--- src/rtl/fact_pkg.sv ---
// Shared constants and types for the iterative factorial engine.
// The control unit, its decoder and the datapath all take their widths and state codes from here.
package fact_pkg;

  localparam int N_W    = 4;
  localparam int MAX_N  = 12;
  localparam int PROD_W = 32;

  typedef enum logic [2:0] {
    IDLE  = 3'd0,
    LOAD  = 3'd1,
    CHECK = 3'd2,
    MULT  = 3'd3,
    DONE  = 3'd4,
    ERR   = 3'd5
  } state_t;

  // One Moore control word per state.
  typedef struct packed {
    logic cnt_ld;
    logic cnt_en;
    logic prod_ld;
    logic prod_sel;
    logic busy;
    logic done;
    logic err;
  } ctrl_t;

  // Codes 6 and 7 have no meaning.
  function automatic logic is_legal_state(input logic [2:0] code);
    return code <= 3'd5;
  endfunction

endpackage

--- src/rtl/fact_cu_out_dec.sv ---
// Combinational state-to-control-word decoder for the factorial control unit.
// It is kept separate so that the GPIO debug readback can decode a captured state code the same way.
module fact_cu_out_dec
  import fact_pkg::*;
(
  input  logic [2:0] state,
  output logic       cnt_ld,
  output logic       cnt_en,
  output logic       prod_ld,
  output logic       prod_sel,
  output logic       busy,
  output logic       done,
  output logic       err
);

  ctrl_t ctrl;

  // Illegal codes decode to an all-zero word, the same as IDLE.
  always_comb begin
    ctrl = '0;
    if (is_legal_state(state)) begin
      case (state)
        LOAD: begin
          ctrl.cnt_ld   = 1'b1;
          ctrl.prod_ld  = 1'b1;
          ctrl.prod_sel = 1'b0;
          ctrl.busy     = 1'b1;
        end
        CHECK: begin
          ctrl.busy = 1'b1;
        end
        MULT: begin
          ctrl.prod_ld  = 1'b1;
          ctrl.prod_sel = 1'b1;
          ctrl.cnt_en   = 1'b1;
          ctrl.busy     = 1'b1;
        end
        DONE: begin
          ctrl.done = 1'b1;
        end
        ERR: begin
          ctrl.err = 1'b1;
        end
        default: begin
          ctrl = '0;
        end
      endcase
    end
  end

  assign cnt_ld   = ctrl.cnt_ld;
  assign cnt_en   = ctrl.cnt_en;
  assign prod_ld  = ctrl.prod_ld;
  assign prod_sel = ctrl.prod_sel;
  assign busy     = ctrl.busy;
  assign done     = ctrl.done;
  assign err      = ctrl.err;

endmodule

--- src/rtl/fact_cu.sv ---
// Control unit for the iterative factorial engine. It holds the state register and the next-state logic.
// The control word is a pure Moore decode of the state register.
module fact_cu
  import fact_pkg::*;
#(
  parameter int N_W   = fact_pkg::N_W,
  parameter int MAX_N = fact_pkg::MAX_N
) (
  input  logic           clk,
  input  logic           rst,
  input  logic           go,
  input  logic [N_W-1:0] n,
  input  logic           cnt_le_one,
  output logic           cnt_ld,
  output logic           cnt_en,
  output logic           prod_ld,
  output logic           prod_sel,
  output logic           busy,
  output logic           done,
  output logic           err,
  output logic [2:0]     state
);

  localparam logic [31:0] MAX_N_U = 32'(MAX_N);

  state_t state_r;
  state_t state_nx;
  logic   n_ok;

  // n is zero-extended, so this is an unsigned compare.
  assign n_ok = (32'(n) <= MAX_N_U);

  always_ff @(posedge clk) begin
    if (rst) begin
      state_r <= IDLE;
    end else begin
      state_r <= state_nx;
    end
  end

  always_comb begin
    state_nx = state_r;
    case (state_r)
      IDLE: begin
        if (go) begin
          state_nx = n_ok ? LOAD : ERR;
        end
      end
      LOAD:  state_nx = CHECK;
      CHECK: state_nx = cnt_le_one ? DONE : MULT;
      MULT:  state_nx = CHECK;
      // Results stay on display until go is released, so a held go cannot restart the engine.
      DONE, ERR: begin
        if (!go) begin
          state_nx = IDLE;
        end
      end
      default: state_nx = IDLE;
    endcase
  end

  assign state = state_r;

  fact_cu_out_dec u_out_dec (
    .state    (state_r),
    .cnt_ld   (cnt_ld),
    .cnt_en   (cnt_en),
    .prod_ld  (prod_ld),
    .prod_sel (prod_sel),
    .busy     (busy),
    .done     (done),
    .err      (err)
  );

endmodule
--- config.mk ---
export PLATFORM = sky130hd
export DESIGN_NAME = fact_cu
export DESIGN_NICKNAME = d
export VERILOG_FILES = /design/src/rtl/fact_pkg.sv /design/src/rtl/fact_cu_out_dec.sv /design/src/rtl/fact_cu.sv
export SDC_FILE = /design/constraint.sdc
export NUM_CORES = 1
export LEC_CHECK = 0
export CAP_MARGIN = 20
export CORE_AREA = 2 2 39 41
export CTS_CLUSTER_DIAMETER = 150
export DETAILED_ROUTE_END_ITERATION = 16
export DIE_AREA = 0 0 41 43
export GPL_ROUTABILITY_DRIVEN = 0
export HOLD_SLACK_MARGIN = 0.05
export PLACE_DENSITY_LB_ADDON = 0.25
export REMOVE_ABC_BUFFERS = 1
export SLEW_MARGIN = 40
export SYNTH_ARGS = -nofsm -noshare
export SYNTH_HDL_FRONTEND = slang
export SYNTH_SLANG_ARGS = --single-unit
--- constraint.sdc ---
create_clock -name clk -period 1 [get_ports clk]
set_input_delay 0.2 -clock clk [delete_from_list [all_inputs] [get_ports clk]]
set_output_delay 0.2 -clock clk [all_outputs]
set_load 0.02 [all_outputs]
==> impl_metrics.tcl <==
set metrics [dict create \
    status "complete, but fails checks" \
    violations "setup timing" \
    finClkSkew_ps 2.58 \
    core.rowCount 14 \
    switchingPower_uw 203 \
    grt_usage_pct 10.5 \
    first_iter_violations 1 \
    hold_class "in -> reg" \
    clk_latency_ps 240 \
    dp.cells 64 \
    clockBufferDepth 2 \
    place.port_buffers 17 \
    hpwlAfterDp_um 516 \
    combinationalPowerShare_pct 43.5 \
    cp_top_family "simple AND/OR/NAND/NOR gates" \
    numCtsBuffers 3 \
    cp_slowest_cell "dfxtp_2" \
    cts_hold_buf 0 \
    synth_top_area_share_pct 31.8 \
    p_leak_uw 0.000261 \
    largest_reg_flops 3 \
    setup_ws_ps -258 \
    num_vias 302 \
    place_area_um2 432 \
    path_buf_inv 1 \
    p_int_uw 438 \
    swShare_pct 31.7 \
    path_cells "and2b_1, nor2b_1, buf_4" \
    cap_violations 0 \
    vdd_drop_max_mv 0.907 \
    clock-sinks 3 \
    stdcell_area_um2 597 \
    finalHoldViolations 0 \
    grt_pass1_vias 324 \
    core_area_mm2 0.00138 \
    arrival_ps 1060 \
    antenna_found_initial 0 \
    grt_overflow_total 0 \
    p_clk_share_pct 33.8 \
    initial_utilization_pct 13.7 \
    synthTopCellsByArea "dfxtp_1 32%, nor2_1 9.9%, nor2b_1 9.9%" \
    final_cell_mix "11 x buf_4, 11 x buf_6, 7 x clkdlybuf4s50_1" \
    seq_power_share_pct 22.7 \
    cts_root_buf "clkbuf_4" \
    finalNonFillerCells 73 \
    die_y_um 43 \
    drive_gt1_share_pct 70.2 \
    dieArea_mm2 0.00176 \
    worst_pin_slew_ps 194 \
    routed_wl_um 788 \
    ff2ff_setup_slack_ps -160 \
    antenna_cells 0 \
    netlist_instances 24 \
    ys_seq_area_share_pct 31.8 \
    fin_nets 66 \
    pwr_density_cell_mw_per_mm2 1070 \
    period_share_pct 126 \
    finalSetupViolCount 12 \
    finalCriticalPeriod_ps 1260 \
    ant_nets 0 \
    yosysUniqueCellTypes 14 \
    start_kind "flop" \
    fill_cells 142 \
    setup-tns-final_ps -2000 \
    first_pass_iters 2 \
    rsz0062_at_grt "yes" \
    relSlewSlack_pct 87.0 \
    area_growth_pct 216 \
    hold_ws_ps 614 \
    slew_viol_final 0 \
    synth_seq_cells 3 \
    avgSynthCellArea_um2 7.87 \
    synth.largest_area_cell "dfxtp_1" \
    tritoncts "built" \
    grt_pass1_wl_um 1210 \
    yosys_warnings 0 \
    drc 0 \
    worstPathMaxFanout 4 \
    syn_area_um2 189 \
    fin_total_pwr_uw 641 \
    cts.clk_slew.worst_paths_ps 40 \
    ioPinCount 18 \
    grt_max_degree 7 \
    h-tree-depth 1 \
    die_x_um 41 \
    endpoint_kind "primary output" \
    slowest_delay_ps 320 \
    max_freq_mhz 795 \
    cp.required_ps 800 \
    routedWlPerCell_um 10.8 \
    avgViaCountPerCell 4.14 \
    crit_type "reg -> out" \
]
## cell families (layout without fill, tap and decap cells)
kind of cell	Yosys count	after routing	share of synthesized area, %
simple gates	15	15	44.4
compound gates	5	5	19.9
buf+inv	1	34	3.97
flops	3	3	31.8
## synth_stat cells (all sizes together)
library cell and instances:
a31oi 1, nor2b 4, a211oi 1, dfxtp 3, buf 1, o2111ai 1
nor3 1, and2b 2, nor2 5, nand3 1, o21ai 1, and2 2
a21oi 1
## layout make-up
class | instances | area, um2 | share of cell area (%)
tap | 16 | 20.0 | 3.35
timing repair buffer | 30 | 282 | 47.2
clock buffer | 4 | 26.3 | 4.40
multi-input combinational | 20 | 200 | 33.5
sequential | 3 | 68.8 | 11.5
## final timing paths
| path | startpoint | to | cells past startpoint |
|---|---|---|---|
| setup / recovery | state[2] | cnt_ld | 3 |
| setup reg to reg | state[2] | state[2] | 6 |
| hold / removal | n[3] | state[2] | 3 |
| hold reg to reg | state[0] | state[2] | 4 |
## tightest hold or removal path, stage by stage
cell             delay, ps
clkdlybuf4s50_1        440
o2111ai_4              100
a211oi_2                50
## power by group through the flow
stage | combinational, uW | sequential, uW | clock, uW
final | 279 | 146 | 217
after global placement | 200 | 143 | 0
after global routing | 297 | 147 | 240
after CTS | 244 | 146 | 223
after floorplan | 62.1 | 155 | 0
after detailed placement | 200 | 142 | 0
## layer usage
metal,global-route usage [%],wire length [um],share of wire [%]
met1,9.32,282,36
met2,17.2,390,49
met3,7.33,116,15
met4,4.67,0,0
met5,0,0,0
## stage by stage
| stage | utilization (%) | setup slack, ps |
|---|---|---|
| 2_1_floorplan | - | -400 |
| 3_3_place_gp | 31.2 | -507 |
| 3_5_place_dp | 31.2 | -498 |
| 4_1_cts | 38.9 | -272 |
| 5_1_grt | 43.1 | -330 |
| 6_report | 43.1 | -258 |
## repair_timing
action / CTS / global route
cloned: 0 / 0
setup buffers: 3 / 3
pin swaps: 6 / 7
gates resized for setup: 73 / 10
endpoints found under the setup margin: 12 / 13
Power figures use the tool's default switching activity.
